[config.mk]
export PLATFORM = sky130hd
export DESIGN_NAME = cmp_minmax_seq_flat
export DESIGN_NICKNAME = d
export VERILOG_FILES = /design/src/rtl/cmp_minmax_seq_if.sv /design/src/rtl/cmp_minmax_seq.sv /design/src/flat_wrapper.sv
export SDC_FILE = /design/constraint.sdc
export NUM_CORES = 1
export LEC_CHECK = 0
export ABC_AREA = 0
export BUFFER_PORTS_ARGS = -buffer_cell sky130_fd_sc_hd__clkbuf_2
export CAP_MARGIN = 10
export CELL_PAD_IN_SITES_DETAIL_PLACEMENT = 0
export CELL_PAD_IN_SITES_GLOBAL_PLACEMENT = 1
export CORE_MARGIN = 5
export CORE_UTILIZATION = 40
export DETAILED_ROUTE_END_ITERATION = 10
export PLACE_DENSITY_LB_ADDON = 0.1
export SYNTH_ARGS = -nofsm -noshare
export SYNTH_HDL_FRONTEND = slang
export SYNTH_SLANG_ARGS = --single-unit
[constraint.sdc]
create_clock -name clk -period 3.4 [get_ports clk]
set_clock_uncertainty 0.1 [all_clocks]
set_input_delay 0.68 -clock clk [delete_from_list [all_inputs] [get_ports clk]]
set_output_delay 0.68 -clock clk [all_outputs]
set_load 0.005 [all_outputs]
[src/rtl/cmp_minmax_seq_if.sv]
// Operand stream and comparator bus used by the min/max sequencer.
// master: the sequencer side. slave: operand source plus external comparator.
interface cmp_minmax_seq_if;
    logic       in_valid;
    logic [3:0] in_data;
    logic       in_ready;
    logic [3:0] cmp_A;
    logic [3:0] cmp_B;
    logic [3:0] cmp_Opcode;
    logic [3:0] cmp_out;

    modport master (
        input  in_valid,
        input  in_data,
        input  cmp_out,
        output in_ready,
        output cmp_A,
        output cmp_B,
        output cmp_Opcode
    );

    modport slave (
        output in_valid,
        output in_data,
        output cmp_out,
        input  in_ready,
        input  cmp_A,
        input  cmp_B,
        input  cmp_Opcode
    );
endinterface

[src/rtl/cmp_minmax_seq.sv]
// Min/max sequencer: streams COUNT signed 4-bit operands through an external
// combinational comparator and keeps the running signed max/min and the
// index of each. Strict comparisons keep the earliest index on ties.
module cmp_minmax_seq #(
    parameter int COUNT = 8,
    parameter int IDX_W = 4
) (
    input  logic               clk,
    input  logic               reset,
    input  logic               start,
    output logic               busy,
    cmp_minmax_seq_if.master   bus,
    output logic [3:0]         max_val,
    output logic [IDX_W-1:0]   max_idx,
    output logic [3:0]         min_val,
    output logic [IDX_W-1:0]   min_idx,
    output logic               done
);

    localparam logic [2:0] ST_IDLE   = 3'd0;
    localparam logic [2:0] ST_LOAD   = 3'd1;
    localparam logic [2:0] ST_CMP_GT = 3'd2;
    localparam logic [2:0] ST_CMP_LT = 3'd3;
    localparam logic [2:0] ST_DONE   = 3'd4;

    localparam logic [3:0] OP_NONE = 4'b0000;
    localparam logic [3:0] OP_GT   = 4'b1110;
    localparam logic [3:0] OP_LT   = 4'b1111;

    localparam logic [IDX_W-1:0] IDX_ZERO   = {IDX_W{1'b0}};
    localparam logic [IDX_W-1:0] IDX_ONE    = {{(IDX_W-1){1'b0}}, 1'b1};
    localparam logic [IDX_W-1:0] COUNT_LAST = IDX_W'(COUNT);

    logic [2:0]       state_r;
    logic [IDX_W-1:0] counter_r;
    logic [3:0]       elem_r;
    logic [3:0]       max_val_r;
    logic [3:0]       min_val_r;
    logic [IDX_W-1:0] max_idx_r;
    logic [IDX_W-1:0] min_idx_r;
    logic             done_r;

    logic             busy_s;
    logic             in_ready_s;
    logic [3:0]       cmp_a_s;
    logic [3:0]       cmp_b_s;
    logic [3:0]       cmp_op_s;
    logic             cmp_hit_s;
    logic             cmp_unused_s;

    // Only the comparator result LSB carries meaning; upper bits are don't-care.
    assign cmp_hit_s    = bus.cmp_out[0];
    assign cmp_unused_s = ^bus.cmp_out[3:1];

    // Decode handshake and comparator drive directly from the state register.
    always_comb begin
        busy_s     = (state_r != ST_IDLE);
        in_ready_s = (state_r == ST_LOAD);
        cmp_a_s    = 4'b0000;
        cmp_b_s    = 4'b0000;
        cmp_op_s   = OP_NONE;
        case (state_r)
            ST_CMP_GT: begin
                cmp_a_s  = elem_r;
                cmp_b_s  = max_val_r;
                cmp_op_s = OP_GT;
            end
            ST_CMP_LT: begin
                cmp_a_s  = elem_r;
                cmp_b_s  = min_val_r;
                cmp_op_s = OP_LT;
            end
            default: begin
                cmp_a_s  = 4'b0000;
                cmp_b_s  = 4'b0000;
                cmp_op_s = OP_NONE;
            end
        endcase
    end

    assign busy           = busy_s;
    assign bus.in_ready   = in_ready_s;
    assign bus.cmp_A      = cmp_a_s;
    assign bus.cmp_B      = cmp_b_s;
    assign bus.cmp_Opcode = cmp_op_s;

    assign max_val = max_val_r;
    assign max_idx = max_idx_r;
    assign min_val = min_val_r;
    assign min_idx = min_idx_r;
    assign done    = done_r;

    // Sequencer FSM, operand capture and running max/min update.
    always_ff @(posedge clk) begin
        if (reset) begin
            state_r   <= ST_IDLE;
            counter_r <= IDX_ZERO;
            elem_r    <= 4'b0000;
            max_val_r <= 4'b0000;
            min_val_r <= 4'b0000;
            max_idx_r <= IDX_ZERO;
            min_idx_r <= IDX_ZERO;
            done_r    <= 1'b0;
        end else begin
            // done is high only on the cycle the FSM sits in DONE.
            done_r <= 1'b0;
            case (state_r)
                ST_IDLE: begin
                    if (start) begin
                        counter_r <= IDX_ZERO;
                        state_r   <= ST_LOAD;
                    end else begin
                        state_r   <= ST_IDLE;
                    end
                end
                ST_LOAD: begin
                    if (bus.in_valid) begin
                        counter_r <= counter_r + IDX_ONE;
                        if (counter_r == IDX_ZERO) begin
                            // First operand seeds both extremes.
                            max_val_r <= bus.in_data;
                            min_val_r <= bus.in_data;
                            max_idx_r <= IDX_ZERO;
                            min_idx_r <= IDX_ZERO;
                            if (COUNT == 1) begin
                                state_r <= ST_DONE;
                                done_r  <= 1'b1;
                            end else begin
                                state_r <= ST_LOAD;
                            end
                        end else begin
                            elem_r  <= bus.in_data;
                            state_r <= ST_CMP_GT;
                        end
                    end else begin
                        state_r <= ST_LOAD;
                    end
                end
                ST_CMP_GT: begin
                    if (cmp_hit_s) begin
                        max_val_r <= elem_r;
                        max_idx_r <= counter_r - IDX_ONE;
                    end else begin
                        max_val_r <= max_val_r;
                    end
                    state_r <= ST_CMP_LT;
                end
                ST_CMP_LT: begin
                    if (cmp_hit_s) begin
                        min_val_r <= elem_r;
                        min_idx_r <= counter_r - IDX_ONE;
                    end else begin
                        min_val_r <= min_val_r;
                    end
                    if (counter_r == COUNT_LAST) begin
                        state_r <= ST_DONE;
                        done_r  <= 1'b1;
                    end else begin
                        state_r <= ST_LOAD;
                    end
                end
                ST_DONE: begin
                    state_r <= ST_IDLE;
                end
                default: begin
                    state_r <= ST_IDLE;
                end
            endcase
        end
    end

endmodule

[src/flat_wrapper.sv]
// flat-port wrapper written by rule: the top's interface ports become plain ports
module cmp_minmax_seq_flat 
#(
    parameter int COUNT = 8,
    parameter int IDX_W = 4
)
  (clk, reset, start, busy, max_val, max_idx, min_val, min_idx, done, bus_in_valid, bus_in_data, bus_cmp_out, bus_in_ready, bus_cmp_A, bus_cmp_B, bus_cmp_Opcode);
  cmp_minmax_seq_if bus_i ();
  input  logic clk;
  input  logic reset;
  input  logic start;
  output logic busy;
  output logic [3:0] max_val;
  output logic [IDX_W-1:0] max_idx;
  output logic [3:0] min_val;
  output logic [IDX_W-1:0] min_idx;
  output logic done;
  input wire logic [$bits(bus_i.in_valid)-1:0] bus_in_valid;
  input wire logic [$bits(bus_i.in_data)-1:0] bus_in_data;
  input wire logic [$bits(bus_i.cmp_out)-1:0] bus_cmp_out;
  output wire logic [$bits(bus_i.in_ready)-1:0] bus_in_ready;
  output wire logic [$bits(bus_i.cmp_A)-1:0] bus_cmp_A;
  output wire logic [$bits(bus_i.cmp_B)-1:0] bus_cmp_B;
  output wire logic [$bits(bus_i.cmp_Opcode)-1:0] bus_cmp_Opcode;
  assign bus_i.in_valid = bus_in_valid;
  assign bus_i.in_data = bus_in_data;
  assign bus_i.cmp_out = bus_cmp_out;
  assign bus_in_ready = bus_i.in_ready;
  assign bus_cmp_A = bus_i.cmp_A;
  assign bus_cmp_B = bus_i.cmp_B;
  assign bus_cmp_Opcode = bus_i.cmp_Opcode;
  cmp_minmax_seq #(.COUNT(COUNT), .IDX_W(IDX_W)) u_core (.clk(clk), .reset(reset), .start(start), .busy(busy), .bus(bus_i), .max_val(max_val), .max_idx(max_idx), .min_val(min_val), .min_idx(min_idx), .done(done));
endmodule
==> results.txt, run 1 <==
Drt via density -> 5.20
Pin count of the biggest net entering global routing -> 29
Mapped Cells -> 166
Setup bufs post-CTS -> 0
Reg power frac -> 52.7%
Via count -> 1274
R2R cell count -> 6
Most common cell after layout, fill and taps aside -> clkbuf_2
Simple-Gate Fraction of Synth Area -> 26.8%
Die area -> 4890 sq um
Part of the Yosys area used for sequential elements -> 39.0%
Relative slew slack -> 49.2%
Ys Warns -> 0
Syn nets -> 180
Run status -> complete, no violations
Initial core utilization -> 42.1%
Ant diodes -> 0
Yosys reg bits -> 28
Clock-pin slew on the worst setup and hold paths -> 0.15 ns
Main combinational cell family by area after synthesis -> simple AND/OR/NAND/NOR gates
Leading area contributor after synthesis -> dfxtp_1
WL met3 -> 188 um
Max_cap viols -> 0
Area Growth Syn to Fin -> 17.5%
Initial antenna violation count -> 0
Placed Instances -> 241
Setup violations, final -> 0
Total core area -> 3420 sq um
Combinational group share of total power -> 14.4%
Hold WC Path Type -> reg2reg
GPL Wtd Cong -> 0.819
Synth Cell Area -> 1440 sq um
Multiplexer share of the synthesized area -> 8.36%
# rows -> 21
RSZ-0062 raised after global routing -> no
Setup crit start kind -> flop
Initial DRC count -> 46
DRT Pass-1 Iters -> 4
Clock root cell -> clkbuf_4
Worst Setup Path Type -> reg2out
Distinct cell type count after synthesis -> 36
I/O pins -> 43
Synth Area in XOR/XNOR -> 1.22%
Crit path DAT -> 1.83 ns
Flop2flop setup slack -> 1.19 ns
Dpl hpwl -> 2530 um
Leak pwr -> 0.691 nW
Worst Path Max Fanout -> 12
Top cells by area, synth -> dfxtp_1 39%, mux2i_1 8.4%, nor2_1 6.5%, a21oi_1 3.8%, a211oi_2 3.5%
Pins Over Slew Limit -> 0
Crit share post-route -> 76.9%
Psw -> 0.168 mW
Top FF cell, synth -> dfxtp_1
Global route overflow -> 0
Post-DR wirelength/cell -> 14.1 um
CTS tree -> built
RR Endpoint -> u_core.min_idx[0]
PortBufs -> 39
Share of the synthesized area in the top cell type -> 39.0%
Syn avg cell area -> 8.66 sq um
TritonCTS buffer count -> 3
Max Root-Sink Buffers -> 2
H-tree depth -> 1
Most frequent cells in the layout -> 39 x clkbuf_2, 28 x dfxtp_1, 25 x nor2_1
Met2 WL post-DR -> 1780 um
Hold buffer count at cts -> 0
Hold depth -> 2
Synth Area in Compound Gates -> 17.1%
Pwr dens -> 394 nW/um^2
Tot GR Track Use -> 15.0%
Worst R2R Start -> u_core.counter_r[0]
EDFF count, synth -> 0
Slew @ Worst Pin -> 0.760 ns
Post-synth ARST share -> 0%
Setup TNS -> 0 ns
Skew-Pair Late Insertion Delay -> 0.33 ns
Hold Fails Final Rpt -> 0
Nets -> 214
Highest routed layer -> met4
Clock power frac -> 32.9%
Maximum vdd ir drop -> 0.170 mV
Share of layout cells above drive strength 1 -> 27.1%
Post-synthesis adder-cell area fraction -> 1.74%
Vias in the first global route -> 1258
Final WL -> 3450 um
First-pass GRT wire length -> 5990 um
Worst Hold End -> u_core.max_idx[2]
Internal Pwr Total -> 0.498 mW
Wire length on met1 -> 1460 um
CP endpoint kind -> output pin
# DRC -> 0
Source of the worst hold timing path -> u_core.max_idx[2]
Final ANT Viol Nets -> 0
Die W -> 70.0 um
Cts repair resizes -> 0
Sw Ratio -> 25.2%
DIE HEIGHT -> 70.0 um
Total power draw -> 0.666 mW
Crit path launch -> u_core.state_r[2]
Clock Sinks -> 28
Non-filler instance count after layout -> 245
Max Clk Rate -> 382 MHz
Fin crit period -> 2.61 ns
CP required -> 2.62 ns
flip-flops by register name, summed over array words and instances (netlist names):
name,count
u_core.state_r,3
u_core.done,1
u_core.min_idx,4
u_core.counter_r,4
u_core.min_val,4
u_core.elem_r,4
u_core.max_idx,4
u_core.max_val,4
how the worst max path moves through the flow:
| stage | cells after the start | slack [ns] | end |
|---|---|---|---|
| 3_3_place_gp | 5 | 1.14 | u_core.max_idx[1] |
| 6_report | 5 | 0.79 | bus_cmp_Opcode[0] |
| 2_1_floorplan | 4 | 1.50 | bus_cmp_B[0] |
| 3_5_place_dp | 5 | 1.10 | u_core.max_idx[0] |
| 4_1_cts | 5 | 0.73 | bus_cmp_Opcode[0] |
| 5_1_grt | 5 | 0.60 | bus_cmp_Opcode[0] |
cell usage after synthesis (3+ instances only):
master	number
buf_2	4
nand3_1	10
dfxtp_1	28
clkbuf_1	3
and2_1	4
nor2_1	25
a21oi_1	11
o21ai_0	6
or3_1	3
nand2_1	10
a211oi_2	4
mux2i_1	12
inv_1	5
a311oi_1	4
nor3_1	6
critical path, stage by stage, from the launching register on:
cell	delay, ns
dfxtp_1	0.58
nand2b_1	0.36
inv_2	0.16
nand2_1	0.24
inv_1	0.06
clkbuf_2	0.11
kinds of logic (layout without fill, tap and decap cells):
family / count (synthesis) / count (layout)
AOI/OAI and AO/OA: 33 / 33
xor gates and xnor gates: 2 / 2
adders and majority gates: 2 / 2
buffers and inverters: 17 / 50
DFF: 28 / 28
and+or+nand+nor: 72 / 72
muxes: 12 / 12
metal layers:
metal	vias to the layer above	global-route usage, %
li1	651	-
met1	593	17.7
met2	28	26.9
met3	2	3.01
met4	0	4.68
met5	-	0
area by class of cell:
class | count | area [sq um]
Fill cell | 345 | 1730
Multi-Input combinational cell | 121 | 793
Sequential cell | 28 | 561
Timing Repair Buffer | 40 | 203
Tap cell | 46 | 57.6
Clock inverter | 1 | 30.0
Clock buffer | 3 | 22.5
Inverter | 6 | 22.5
per-stage QoR:
step / util [%] / hold WS (ns) / cell area, sq um / setup WS (ns)
detailed placement: 47.9 / 0.362 / 1640 / 1.10
finish: 49.5 / 0.378 / 1690 / 0.785
CTS: 49.5 / 0.382 / 1690 / 0.735
global placement: 47.9 / 0.358 / 1640 / 1.14
floorplan: - / 0.360 / 1440 / 1.50
global route: 49.5 / 0.408 / 1690 / 0.598
power groups by stage:
stage	clock, mW	combinational, mW	sequential, mW
5_1_grt	0.240	0.109	0.353
2_1_floorplan	0	0.0708	0.354
6_report	0.220	0.0959	0.351
3_5_place_dp	0	0.0964	0.358
3_3_place_gp	0	0.0955	0.357
4_1_cts	0.231	0.0971	0.351
No activity file was read; power rests on OpenSTA's default activity.
==> inputs of run 2 (changes only) <==
--- a/config.mk
+++ b/config.mk
@@ -11,7 +11,7 @@
 export CELL_PAD_IN_SITES_DETAIL_PLACEMENT = 0
 export CELL_PAD_IN_SITES_GLOBAL_PLACEMENT = 1
 export CORE_MARGIN = 5
-export CORE_UTILIZATION = 40
+export CORE_UTILIZATION = 33
 export DETAILED_ROUTE_END_ITERATION = 10
 export PLACE_DENSITY_LB_ADDON = 0.1
 export SYNTH_ARGS = -nofsm -noshare
==> constraint.sdc (replaced) <==
create_clock -name clk -period 2.4 [get_ports clk]
set_clock_uncertainty 0.1 [all_clocks]
set_input_delay 0.48 -clock clk [delete_from_list [all_inputs] [get_ports clk]]
set_output_delay 0.48 -clock clk [all_outputs]
set_load 0.005 [all_outputs]
==> results.txt, run 2 (same netlist as run 1, synthesis figures left out) <==
Run status -> complete, no violations
Total core area -> 4290 sq um (+26%)
PortBufs -> 39 (unchanged)
Hold WC Path Type -> in2reg
Ant diodes -> 0 (unchanged)
CP required -> 2.46 ns (-0.16 ns)
Max Root-Sink Buffers -> 2 (unchanged)
Die W -> 76.0 um (+8.7%)
Max Clk Rate -> 472 MHz
DIE HEIGHT -> 76.0 um (+8.7%)
Non-filler instance count after layout -> 256 (+4.5%)
TritonCTS buffer count -> 3 (unchanged)
Leak pwr -> 0.720 nW (+4.2%)
Final ANT Viol Nets -> 0 (unchanged)
Placed Instance Area -> 1680 sq um (+2.8%)
Skew-Pair Late Insertion Delay -> 0.28 ns (-0.05 ns)
CTS tree -> built
# DRC -> 0 (unchanged)
Most frequent cells in the layout -> 39 x clkbuf_2, 28 x dfxtp_1, 25 x nor2_1
Dpl hpwl -> 2770 um (+9.4%)
WL met3 -> 177 um (-5.9%)
Crit-path slowest cell -> or3b_4
Most common cell after layout, fill and taps aside -> clkbuf_2
Crit-path leading delay family -> simple AND/OR/NAND/NOR gates
Clock root cell -> clkbuf_8
Worst Path Max Fanout -> 12 (unchanged)
CP endpoint kind -> flop
Clock Sinks -> 28 (unchanged)
GPL Wtd Cong -> 0.727 (-11%)
# rows -> 24 (+14%)
Crit share post-route -> 88.2%
H-tree depth -> 1 (unchanged)
Clock-pin slew on the worst setup and hold paths -> 0.11 ns (-0.04 ns)
Pwr dens -> 583 nW/um^2 (+48%)
DRT Pass-1 Iters -> 4 (unchanged)
Final WL -> 3840 um (+11%)
Setup violations, final -> 0 (unchanged)
Wire length on met1 -> 1780 um (+22%)
Pin count of the biggest net entering global routing -> 29 (unchanged)
Total power draw -> 1.02 mW (+53%)
Crit path buf inv count -> 1 (-2)
Cells along the critical path -> inv_1 -> ha_1 -> or3b_4 -> o21ai_4 -> mux2i_1 -> nor2_1
Filler instances -> 464 (+34%)
First-pass GRT wire length -> 6430 um (+7.4%)
Maximum vdd ir drop -> 0.184 mV (+8.4%)
Crit path DAT -> 2.17 ns (+0.34 ns)
Setup crit start kind -> flop
Share of layout cells above drive strength 1 -> 28.9% (+1.8 points)
Setup bufs post-CTS -> 0 (unchanged)
Initial antenna violation count -> 0 (unchanged)
Dpl ws -> 0.274 ns (-0.821 ns)
Tot GR Track Use -> 13.4% (-1.5 points)
Global route overflow -> 0 (unchanged)
Nets -> 219 (+2.3%)
Die area -> 5780 sq um (+18%)
Max incr delay on CP -> 0.44 ns (-0.14 ns)
Pins Over Slew Limit -> 0 (unchanged)
Area Growth Syn to Fin -> 21.9%
Slew @ Worst Pin -> 0.619 ns (-0.142 ns)
Worst Setup Path Type -> reg2reg
I/O pins -> 43 (unchanged)
Highest routed layer -> met4
Relative slew slack -> 58.8% (+9.6 points)
Met2 WL post-DR -> 1850 um (+4.2%)
Setup TNS -> 0 ns (unchanged)
Design Area, Final -> 1750 sq um (+3.8%)
Initial DRC count -> 59 (+28%)
Post-DR wirelength/cell -> 15.0 um (+6.6%)
Vias in the first global route -> 1306 (+3.8%)
Fin crit period -> 2.12 ns
Initial core utilization -> 33.5% (-8.6 points)
Drt via density -> 5.05 (-2.9%)
Via count -> 1293 (+1.5%)
RSZ-0062 raised after global routing -> no
Max_cap viols -> 0 (unchanged)
Hold Fails Final Rpt -> 0 (unchanged)
Hold buffer count at cts -> 0 (unchanged)
Setup ws final -> 0.283 ns (-0.502 ns)
Cts repair resizes -> 0 (unchanged)
Placed Instances -> 252 (+4.6%)
[run 2: cell count changes in the layout (fill, tap and decap cells not counted), sizes merged]
cell and delta:
buf +5
[run 2: per-stage QoR]
step | utilization [%] | hold slack (ns)
after global placement | 39.2 | 0.358
after CTS | 40.8 | 0.333
after detailed placement | 39.2 | 0.360
final | 40.8 | 0.347
after global routing | 40.8 | 0.345
after floorplan | - | 0.360
[run 2: worst paths after layout]
check,start,end,slack [ns],cells after the start
worst max-delay path,u_core.counter_r[0],u_core.max_idx[1],0.28,6
worst min-delay path,bus_in_data[3],u_core.elem_r[3],0.35,3
worst max register to register,u_core.counter_r[0],u_core.max_idx[1],0.28,6
worst min register to register,u_core.max_idx[2],u_core.max_idx[2],0.38,2
[run 2: where the power goes]
| part | internal, mW | switching, mW |
|---|---|---|
| logic | 0.0600 | 0.0819 |
| registers | 0.480 | 0.0169 |
| clock network | 0.224 | 0.160 |
[run 2: cell type report]
| class | count | area (sq um) | area share (%) |
|---|---|---|---|
| inverters | 6 | 22.5 | 1.28 |
| clock inverters | 1 | 30.0 | 1.71 |
| clock buffers | 3 | 41.3 | 2.36 |
| well taps | 52 | 65.1 | 3.71 |
| flip-flops and latches | 28 | 561 | 32.0 |
| multi-input cells | 121 | 793 | 45.3 |
| repair buffers | 45 | 240 | 13.7 |
[run 2: metal layers]
layer | track usage [%] | vias up
li1 | - | 656
met1 | 17.5 | 605
met2 | 21.7 | 30
met3 | 3.07 | 2
met4 | 4.45 | 0
met5 | 0 | -
[run 2: tightest hold or removal path: stages]
cell,delay (ns)
clkbuf_2,0.10
nand2_1,0.05
a21oi_1,0.05
